## src/rtl/iir_biquad_sequencer.sv

```systemverilog
// Direct-form-I biquad that shares one external 16x16 multiplier across its five taps.
// It accumulates the taps in Q.28, then rounds and saturates the result back to Q1.15.
module iir_biquad_sequencer #(
    parameter int ACC_W     = 36,
    parameter int OUT_SHIFT = 13,
    parameter int ROUND_EN  = 1
) (
    input  logic        clk,
    input  logic        rst_n,
    input  logic        clr,
    input  logic        in_valid,
    output logic        in_ready,
    input  logic [15:0] in_data,
    output logic        out_valid,
    input  logic        out_ready,
    output logic [15:0] out_data,
    output logic        out_sat,
    input  logic        cfg_we,
    input  logic [2:0]  cfg_addr,
    input  logic [15:0] cfg_data,
    output logic        cfg_err,
    output logic        mul_en,
    output logic [15:0] mul_a,
    output logic [15:0] mul_b,
    input  logic [31:0] mul_p,
    input  logic        mul_valid,
    output logic        mul_ready,
    output logic        busy
);

    typedef enum logic [2:0] {IDLE, ISSUE, WAIT, ROUND, OUT} state_t;

    localparam logic signed [ACC_W-1:0] RND =
        (ROUND_EN != 0) ? ({{(ACC_W-1){1'b0}}, 1'b1} << (OUT_SHIFT - 1)) : '0;
    localparam logic signed [ACC_W-1:0] MAX_Y = ACC_W'(32767);
    localparam logic signed [ACC_W-1:0] MIN_Y = ACC_W'(-32768);

    state_t state, state_next;

    logic [15:0] b0, b1, b2, a1, a2;
    logic [15:0] x, x1, x2, y1, y2;
    logic signed [ACC_W-1:0] acc;
    logic [2:0] idx;

    logic [15:0] sel_coef, sel_data;
    logic signed [ACC_W-1:0] prod_ext, rounded, shifted;
    logic [15:0] y_clamped;
    logic y_sat;

    always_comb begin
        sel_coef = b0;
        sel_data = x;
        case (idx)
            3'd1:    begin sel_coef = b1; sel_data = x1; end
            3'd2:    begin sel_coef = b2; sel_data = x2; end
            3'd3:    begin sel_coef = a1; sel_data = y1; end
            3'd4:    begin sel_coef = a2; sel_data = y2; end
            default: begin sel_coef = b0; sel_data = x;  end
        endcase
    end

    // Round half up (optional), arithmetic shift back to Q.15, then clamp to 16 bits.
    always_comb begin
        prod_ext  = {{(ACC_W-32){mul_p[31]}}, mul_p};
        rounded   = acc + RND;
        shifted   = rounded >>> OUT_SHIFT;
        y_sat     = 1'b0;
        y_clamped = shifted[15:0];
        if (shifted > MAX_Y) begin
            y_clamped = 16'h7FFF;
            y_sat     = 1'b1;
        end else if (shifted < MIN_Y) begin
            y_clamped = 16'h8000;
            y_sat     = 1'b1;
        end
    end

    always_ff @(posedge clk or negedge rst_n) begin
        if (!rst_n) state <= IDLE;
        else        state <= state_next;
    end

    always_comb begin
        state_next = state;
        in_ready   = 1'b0;
        busy       = 1'b1;
        mul_en     = 1'b0;
        mul_ready  = 1'b0;
        out_valid  = 1'b0;
        mul_a      = '0;
        mul_b      = '0;
        case (state)
            IDLE: begin
                in_ready = 1'b1;
                busy     = 1'b0;
                if (!clr && in_valid) state_next = ISSUE;
            end
            ISSUE: begin
                mul_en     = 1'b1;
                mul_a      = sel_coef;
                mul_b      = sel_data;
                state_next = WAIT;
            end
            WAIT: begin
                mul_ready = 1'b1;
                mul_a     = sel_coef;
                mul_b     = sel_data;
                if (mul_valid) state_next = (idx == 3'd4) ? ROUND : ISSUE;
            end
            ROUND: state_next = OUT;
            OUT: begin
                out_valid = 1'b1;
                if (out_ready) state_next = IDLE;
            end
            default: state_next = IDLE;
        endcase
    end

    // Coefficient writes only land while idle; anything else is flagged and dropped.
    always_ff @(posedge clk or negedge rst_n) begin
        if (!rst_n) begin
            b0 <= '0; b1 <= '0; b2 <= '0; a1 <= '0; a2 <= '0;
            cfg_err <= 1'b0;
        end else begin
            cfg_err <= 1'b0;
            if (cfg_we) begin
                if (state != IDLE) begin
                    cfg_err <= 1'b1;
                end else begin
                    case (cfg_addr)
                        3'd0:    b0 <= cfg_data;
                        3'd1:    b1 <= cfg_data;
                        3'd2:    b2 <= cfg_data;
                        3'd3:    a1 <= cfg_data;
                        3'd4:    a2 <= cfg_data;
                        default: cfg_err <= 1'b1;
                    endcase
                end
            end
        end
    end

    always_ff @(posedge clk or negedge rst_n) begin
        if (!rst_n) begin
            x <= '0; x1 <= '0; x2 <= '0; y1 <= '0; y2 <= '0;
            acc      <= '0;
            idx      <= '0;
            out_data <= '0;
            out_sat  <= 1'b0;
        end else begin
            case (state)
                IDLE: begin
                    if (clr) begin
                        x1 <= '0; x2 <= '0; y1 <= '0; y2 <= '0;
                    end else if (in_valid) begin
                        x   <= in_data;
                        acc <= '0;
                        idx <= '0;
                    end
                end
                WAIT: begin
                    if (mul_valid) begin
                        acc <= (idx < 3'd3) ? acc + prod_ext : acc - prod_ext;
                        if (idx != 3'd4) idx <= idx + 3'd1;
                    end
                end
                ROUND: begin
                    out_data <= y_clamped;
                    out_sat  <= y_sat;
                    x2 <= x1;
                    x1 <= x;
                    y2 <= y1;
                    y1 <= y_clamped;
                end
                default: ;
            endcase
        end
    end

endmodule

```

## config.mk

```make
export PLATFORM = sky130hd
export DESIGN_NAME = iir_biquad_sequencer
export DESIGN_NICKNAME = d
export VERILOG_FILES = /design/src/rtl/iir_biquad_sequencer.sv
export SDC_FILE = /design/constraint.sdc
export NUM_CORES = 1
export LEC_CHECK = 0
export ABC_AREA = 1
export CAP_MARGIN = 30
export CORE_MARGIN = 2
export CORE_UTILIZATION = 55
export DETAILED_ROUTE_END_ITERATION = 12
export PLACE_DENSITY = 0.75
export SYNTH_ARGS = -nofsm -noshare
export SYNTH_HDL_FRONTEND = slang
export SYNTH_SLANG_ARGS = --single-unit
```

## constraint.sdc

```tcl
create_clock -name clk -period 4 [get_ports clk]
set_clock_uncertainty 0.2 [all_clocks]
set_input_delay 0.4 -clock clk [delete_from_list [all_inputs] [get_ports clk]]
set_output_delay 0.4 -clock clk [all_outputs]
set_load 0.005 [all_outputs]
```

==> results of run 1 <==
metal layers:
layer	share of wire, %	vias up	global-route usage (%)
li1	-	6003	-
met1	46	5735	40.1
met2	47	377	48.6
met3	5.3	50	3.27
met4	2.0	0	6.76
met5	0	-	0
worst max-delay path: cells and delay by family, from the launching register on:
| family | cells | cell delay, ps |
|---|---|---|
| simple gates | 1 | 400 |
| buf+inv | 2 | 860 |
| fa+ha+maj | 2 | 490 |
| compound gates | 2 | 490 |
| flops | 1 | 420 |
final cells by class:
type | count | area [um2] | area share [%]
Timing Repair Buffer | 170 | 1650 | 10.4
Clock buffer | 30 | 622 | 3.91
Clock inverter | 11 | 80.1 | 0.504
Inverter | 241 | 906 | 5.70
Multi-Input combinational cell | 1200 | 6720 | 42.3
Sequential cell | 220 | 5510 | 34.7
Tap cell | 324 | 405 | 2.55
registers in the layout, summed over array words and instances (netlist names):
signal	count
x	16
acc	36
b1	16
idx	3
cfg_err	1
y1	16
a1	16
x1	16
out_sat	1
out_data	16
x2	16
b2	16
y2	16
state	3
a2	16
b0	16
cell families after synthesis:
logic type	after synthesis	share of synthesized area (%)
adder cells (fa/ha/maj)	43	4.08
AO/OA/AOI/OAI	368	16.0
AND/OR/NAND/NOR	695	22.9
flip-flops	220	41.1
XOR/XNOR	46	3.07
multiplexers	48	4.04
buffers and inverters	297	8.81
cells in the final DEF (no fill, tap or decap), types with 41 or more instances in the layout:
cell and instances:
nand2_1 388, inv_1 230, dfrtp_1 220, nor2_1 135
clkdlybuf4s50_1 127, a21oi_1 118, o21ai_0 101, nand3_1 93
o22ai_1 69, mux2_2 45, ha_1 41
worst max-delay path by stage:
stage,startpoint,to,slack [ps],cells past startpoint
global route,mul_p[0],acc[33],70,21
global placement,mul_p[0],acc[33],40,21
floorplan,mul_p[1],acc[33],860,19
detailed placement,mul_p[0],acc[35],-40,24
CTS,idx[0],mul_b[6],190,7
finish,idx[0],mul_b[6],210,7
power by group:
group          leakage (nW)  internal [W]  switching, W
clock                 0.333       0.00111      0.000913
combinational          4.41       0.00194       0.00275
sequential             2.83       0.00314      0.000611
total                  7.57       0.00619       0.00428
through the flow:
stage / hold WS, ps / power (W) / utilization, %
floorplan: -95.6 / 0.00660 / -
global placement: 266 / 0.00823 / 62.8
detailed placement: 274 / 0.00837 / 62.8
CTS: 264 / 0.0104 / 65.8
global route: 277 / 0.0113 / 65.9
finish: 272 / 0.0105 / 65.9
timing repair:
item / CTS / global route
hold buffers: 1 / 0
endpoints found under the hold margin: 104 / 0
setup endpoints to repair: 1 / 0
resized for setup: 1 / 0
==> impl_metrics.py, run 1 <==
metrics = {
    "global_route": {
        "grt_pass1_wl_um": 60400,
        "overflow": 0,
        "grt_start_max_net_pins": 108,
        "first_global_vias": 12000,
        "antenna_found_initial": 0,
        "track_usage_pct": 28.8,
    },
    "critical_path": {
        "cp_max_fo": 47,
        "start_kind": "register",
        "critPathArrivalTime_ps": 3190,
        "crit_chain": "ha_1 > ha_2 > nor4_2 > buf_12 > a21oi_1 > a221oi_1 > clkdlybuf4s50_1",
        "cp-end-kind": "output port",
        "ff2ff_setup_slack_ps": 580,
        "r2r-end": "acc[15]",
        "critPathRequiredTime_ps": 3400,
        "crit_type": "reg -> out",
        "crit_slowest_cell": "clkdlybuf4s50_1",
        "slowest_delay_ps": 590,
        "r2r_cells": 14,
        "worstReg2RegStart": "idx[1]",
    },
    "run": {
        "maxCapViolCount": 0,
    },
    "pwr": {
        "power_density_nw_per_um2": 659,
        "ir_worst_vdd_mv": 0.296,
        "power_leakage_nw": 7.57,
    },
    "drt": {
        "ant_nets": 0,
        "post_drt_wl_per_cell_um": 16.6,
        "drt-total-wl_um": 36500,
        "via_per_inst": 5.54,
        "dr.pass1.iters": 5,
        "via_count": 12200,
        "drc": 0,
        "first_iter_violations": 923,
    },
    "floorplanning": {
        "initial_utilization_pct": 55.5,
        "rows": 57,
        "dieArea_um2": 25600,
        "die_y_um": 160,
        "io-pin-count": 129,
        "fp.coreArea_um2": 24100,
        "die_w_um": 160,
    },
    "yosys": {
        "synth_commonest_cells": "nand2_1 (388), inv_1 (231), dfrtp_1 (220), nor2_1 (135), a21oi_1 (119)",
        "synthDistinctLibCells": 56,
        "yosysMostFrequentCell": "nand2_1",
        "synth_seq_cells": 220,
        "ys_warn_count": 0,
        "netlist.area_leader.share_pct": 41.1,
        "synth_area_leaders": "dfrtp_1 (41%), nand2_1 (11%), inv_1 (6.5%)",
        "synthArstFlopShare_pct": 100,
        "synth_edf_count": 0,
        "yosys.area.top_type": "dfrtp_1",
        "synth_ff_type": "dfrtp_1",
        "syn_inst": 1717,
        "synth.avg_cell_area_um2": 7.79,
        "synth_fp_nets": 1834,
        "ys_seq_area_share_pct": 41.1,
        "syn_area_um2": 13400,
    },
    "cells_and_area": {
        "fin_nets": 1973,
        "layout.cells.non_filler": 2196,
        "fillers": 2111,
        "diodes": 0,
        "area_growth_pct": 18.7,
        "design_area_um2": 15900,
        "drive_above_1_share_pct": 9.83,
    },
    "sta": {
        "slew_viol_final": 0,
        "rsz0062_at_grt": "false",
        "timing.fmax_mhz": 264,
        "finalSetupTns_ps": 0,
        "tightest_slew_ps": 983,
        "hold_violations": 0,
        "period_share_pct": 94.6,
        "setup_slack_ps": 215,
        "maxSlewHeadroom_pct": 34.3,
        "final.min_clock_period_ps": 3790,
        "setup_viol": 0,
    },
    "place": {
        "place_area_um2": 15100,
        "port_buffers": 128,
        "place_hpwl_um": 26900,
        "gp_congestion": 0.906,
        "post-place-ws_ps": -43.6,
        "dp.cells": 2153,
    },
    "cts": {
        "cts.sinks": 220,
        "clk_latency_ps": 510,
        "htreeDepth": 1,
        "clk_pin_slew_worst_paths_ps": 60,
        "post-cts-setup-buffers": 0,
        "cts_buffers": 23,
        "cts-root-buf": "clkbuf_16",
        "clk_path_buf_depth": 3,
        "cts_tree": "yes",
    },
    "hold_path": {
        "min_to": "x[11]",
        "hp-class": "in -> reg",
        "min-delay-start": "in_data[11]",
        "min_path_cells": 3,
    },
    "run_status": {
        "status": "completed",
    },
}
(Power assumes the default switching activity.)
==> run 2: changes to the inputs <==
- CORE_ASPECT_RATIO: not set -> 1.1
==> impl_metrics.py, run 2 (synthesis results as in run 1) <==
metrics = {
    "run_status": {
        "status": "completed",
    },
    "pwr": {
        "power_frac_comb_pct": 43.5,
        "sequentialPowerShare_pct": 35.0,
        "p_int_w": 0.00639,
        "p_clk_share_pct": 21.5,
        "switching_power_w": 0.00436,
        "sw_frac_of_total_pct": 40.5,
        "ir_worst_vdd_mv": 0.348,
        "power_density_nw_per_um2": 675,
        "power_leakage_nw": 7.60,
        "power.total_w": 0.0108,
    },
    "sta": {
        "hold_violations": 0,
        "slew_viol_final": 0,
        "timing.fmax_mhz": 262,
        "setup_slack_ps": 179,
        "setup_viol": 0,
        "final.min_clock_period_ps": 3820,
        "period_share_pct": 95.5,
        "maxSlewHeadroom_pct": 36.4,
        "rsz0062_at_grt": "false",
        "tightest_slew_ps": 951,
    },
    "floorplanning": {
        "rows": 59,
        "die_y_um": 168,
        "fp.coreArea_um2": 23800,
        "io-pin-count": 129,
        "initial_utilization_pct": 56.3,
        "die_w_um": 153,
        "dieArea_um2": 25600,
    },
    "drt": {
        "met3_wirelength_um": 2100,
        "first_iter_violations": 817,
        "via_count": 12300,
        "wl_met1_um": 15700,
        "ant_nets": 0,
        "drt-total-wl_um": 36600,
        "dr.pass1.iters": 5,
        "drc": 0,
        "highest_layer": "met4",
        "via_per_inst": 5.65,
        "wl_met2_um": 17800,
        "post_drt_wl_per_cell_um": 16.8,
    },
    "critical_path": {
        "worstReg2RegStart": "idx[1]",
        "critPathRequiredTime_ps": 3400,
        "cp_max_fo": 47,
        "cp-end-kind": "output port",
        "critPathArrivalTime_ps": 3220,
        "ff2ff_setup_slack_ps": 630,
        "cp_top_family": "buffers and inverters",
        "crit_chain": "ha_1 > ha_1 > nor4_2 > buf_12 > a21oi_1 > a221oi_1 > clkdlybuf4s50_1",
        "r2r-end": "acc[15]",
        "r2r_cells": 14,
        "crit_type": "reg -> out",
        "crit_slowest_cell": "clkdlybuf4s50_1",
        "start_kind": "register",
        "path_buf_inv": 2,
        "worst_path_most_repeated_cell": "ha_1",
        "slowest_delay_ps": 580,
    },
    "cells_and_area": {
        "diodes": 0,
        "largest_register": "acc",
        "final_cell_mix": "nand2_1 (387), inv_1 (230), dfrtp_1 (220)",
        "fin_nets": 1967,
        "final_common_cell": "nand2_1",
        "fillers": 2054,
        "drive_above_1_share_pct": 9.80,
        "area_growth_pct": 19.1,
        "largest_reg_flops": 36,
    },
    "cts": {
        "cts.sinks": 220,
        "cts_tree": "yes",
        "cts-root-buf": "clkbuf_16",
        "cts_buffers": 25,
        "clk_path_buf_depth": 3,
        "htreeDepth": 1,
        "post-cts-setup-buffers": 0,
        "clk_pin_slew_worst_paths_ps": 60,
        "clk_latency_ps": 530,
    },
    "hold_path": {
        "min_path_cells": 3,
        "hp-class": "in -> reg",
        "min_to": "x[10]",
        "min-delay-start": "in_data[10]",
    },
    "place": {
        "place_hpwl_um": 26800,
        "post-place-ws_ps": -5.19,
        "port_buffers": 128,
        "gp_congestion": 0.903,
    },
    "global_route": {
        "overflow": 0,
        "grt_start_max_net_pins": 115,
        "antenna_found_initial": 0,
        "track_usage_pct": 28.7,
        "first_global_vias": 12100,
        "grt_pass1_wl_um": 60800,
    },
    "run": {
        "maxCapViolCount": 0,
    },
}
run 2: how the worst max path moves through the flow:
stage                  start   endpoint  slack (ps)  depth (start not counted)
floorplan           mul_p[1]    acc[33]         860                         19
global route          idx[0]  mul_b[14]          10                          7
finish                idx[0]  mul_b[10]         180                          7
CTS                   idx[0]  mul_b[10]         170                          7
global placement    mul_p[0]    acc[35]          80                         22
detailed placement  mul_p[0]    acc[35]          -5                         23
run 2: layout make-up:
type | count | area, um2 | area share, %
tap | 305 | 382 | 2.39
clock buffer | 33 | 716 | 4.49
clock inverter | 12 | 129 | 0.809
inverter | 241 | 906 | 5.68
multi-input combinational | 1200 | 6720 | 42.1
sequential | 220 | 5510 | 34.5
timing repair buffer | 162 | 1580 | 9.92
run 2: layer usage:
metal / vias up / GRT usage [%]
li1: 5990 / -
met1: 5845 / 37.8
met2: 373 / 49.9
met3: 66 / 3.57
met4: 0 / 8.29
met5: - / 0
run 2: timing repair:
action,CTS,global route
setup endpoints to repair,0,1
gates resized for setup,0,1
hold buffers,1,0
endpoints found under the hold margin,112,0
run 2: power by group through the flow:
stage / sequential, W / combinational [W] / clock (W)
after global routing: 0.00388 / 0.00521 / 0.00245
after floorplan: 0.00357 / 0.00303 / 0
final: 0.00376 / 0.00467 / 0.00232
after detailed placement: 0.00378 / 0.00462 / 0
after CTS: 0.00375 / 0.00466 / 0.00234
after global placement: 0.00373 / 0.00452 / 0
run 2: worst min-delay path: cells and delay by family:
family	cells	cell delay [ps]
compound gates	1	40
buf+inv	1	400
simple gates	1	100
run 2: stage by stage:
stage	cell area [um2]	std cells	utilization (%)	setup TNS (ps)	hold WS [ps]
after floorplan	13400	1717	-	0	-95.6
after CTS	15900	2173	67.0	0	251
after global routing	15900	2173	67.0	0	263
final	15900	2173	67.0	0	255
after detailed placement	15100	2127	63.4	-5.19	273
after global placement	15100	2127	63.4	0	266
==> run 3: changes to the inputs <==
- CORE_UTILIZATION: 55 -> 58
- PLACE_DENSITY: 0.75 -> 0.79
==> impl_metrics.py, run 3 (synthesis results as in run 1) <==
metrics = {
    "floorplanning": {
        "dieArea_um2": 24300,
        "die_w_um": 149,
        "io-pin-count": 129,
        "die_y_um": 163,
        "fp.coreArea_um2": 22800,
        "rows": 58,
        "initial_utilization_pct": 58.7,
    },
    "critical_path": {
        "crit_type": "reg -> out",
        "start_kind": "register",
        "worst_path_most_repeated_cell": "ha_1",
        "crit_chain": "ha_1 > ha_1 > nor4_4 > buf_8 > a21oi_1 > a221oi_1 > clkdlybuf4s50_1",
        "critPathRequiredTime_ps": 3400,
        "cp-end-kind": "output port",
        "critPathArrivalTime_ps": 3250,
        "cp_max_fo": 36,
        "crit_slowest_cell": "clkdlybuf4s50_1",
        "slowest_delay_ps": 580,
    },
    "cells_and_area": {
        "drive_above_1_share_pct": 9.59,
        "largest_reg_flops": 36,
        "final_cell_mix": "nand2_1 (388), inv_1 (230), dfrtp_1 (220)",
        "diodes": 0,
        "final_common_cell": "nand2_1",
        "fillers": 1919,
        "area_growth_pct": 18.7,
        "fin_nets": 1969,
        "largest_register": "acc",
    },
    "sta": {
        "final.min_clock_period_ps": 3850,
        "maxSlewHeadroom_pct": 38.3,
        "setup_slack_ps": 154,
        "slew_viol_final": 0,
        "rsz0062_at_grt": "false",
        "timing.fmax_mhz": 260,
        "tightest_slew_ps": 923,
        "period_share_pct": 96.1,
        "setup_viol": 0,
        "hold_violations": 0,
    },
    "cts": {
        "cts_buffers": 23,
        "post-cts-setup-buffers": 0,
        "clk_path_buf_depth": 3,
        "cts_tree": "yes",
        "cts.sinks": 220,
        "cts-root-buf": "clkbuf_16",
        "clk_latency_ps": 530,
        "clk_pin_slew_worst_paths_ps": 60,
        "htreeDepth": 1,
    },
    "place": {
        "post-place-ws_ps": -105,
        "port_buffers": 128,
        "place_hpwl_um": 27500,
        "gp_congestion": 0.951,
    },
    "drt": {
        "via_per_inst": 5.72,
        "ant_nets": 0,
        "drc": 0,
        "first_iter_violations": 860,
        "via_count": 12400,
        "drt-total-wl_um": 37400,
        "post_drt_wl_per_cell_um": 17.3,
        "dr.pass1.iters": 6,
    },
    "hold_path": {
        "hp-class": "in -> reg",
    },
    "global_route": {
        "first_global_vias": 12300,
        "overflow": 0,
        "grt_start_max_net_pins": 104,
        "track_usage_pct": 31.0,
        "grt_pass1_wl_um": 60700,
        "antenna_found_initial": 0,
    },
    "pwr": {
        "ir_worst_vdd_mv": 0.304,
        "power_leakage_nw": 7.58,
        "power_density_nw_per_um2": 673,
        "power.total_w": 0.0107,
    },
    "run": {
        "maxCapViolCount": 0,
    },
    "run_status": {
        "status": "completed",
    },
}
[run 3: final cells by class]
type | instances | area [um2] | share of cell area [%]
Multi-Input combinational cell | 1200 | 6730 | 42.4
Sequential cell | 220 | 5510 | 34.7
Timing Repair Buffer | 166 | 1580 | 9.95
Inverter | 241 | 906 | 5.71
Clock buffer | 34 | 677 | 4.26
Tap cell | 300 | 375 | 2.36
Clock inverter | 6 | 103 | 0.646
[run 3: report_power, final]
part	total, W	switching, W	internal [W]
combinational	0.00471	0.00281	0.00190
clock	0.00222	0.000918	0.00131
sequential	0.00376	0.000618	0.00314
[run 3: critical path, delay by kind of cell (launching register included)]
kind	cells	cell delay, ps
AO/OA/AOI/OAI	2	440
AND/OR/NAND/NOR	1	410
flip-flops	1	420
adder cells (fa/ha/maj)	2	570
buffers and inverters	2	860
[run 3: stage by stage]
| stage | TNS (ps) | area, um2 | instances | hold slack [ps] | util (%) |
|---|---|---|---|---|---|
| detailed placement | -158 | 15100 | 2126 | 272 | 66.1 |
| global placement | -106 | 15100 | 2126 | 266 | 66.1 |
| floorplan | 0 | 13400 | 1717 | -95.6 | - |
| CTS | 0 | 15900 | 2167 | 267 | 69.6 |
| global route | 0 | 15900 | 2167 | 275 | 69.7 |
| finish | 0 | 15900 | 2167 | 274 | 69.7 |
[run 3: path summary, 6_finish.rpt]
path                       cells past startpoint  slack (ps)         to   startpoint
max in group asynchronous                      3        2310       x[0]        rst_n
max reg2reg                                   14         550    acc[15]       idx[0]
max                                            7         150  mul_b[12]       idx[0]
min                                            3         270      x[11]  in_data[11]
min in group asynchronous                      2         320     a1[10]        rst_n
min reg2reg                                    2         290    acc[10]      acc[10]
[run 3: timing repair]
| action | in CTS | in global routing |
|---|---|---|
| endpoints found under the hold margin | 98 | 0 |
| pin swaps | 0 | 0 |
| gates resized for setup | 1 | 4 |
| hold buffers | 1 | 0 |
| setup endpoints to repair | 1 | 7 |
[run 3: metal layers]
layer	vias to the layer above	global-route usage [%]	part of all wire, %	wire length (um)
li1	5987	-	-	-
met1	5893	39.8	42	15700
met2	430	55.0	49	18500
met3	93	3.21	5.6	2100
met4	0	10.0	2.9	1100
met5	-	0	0	0
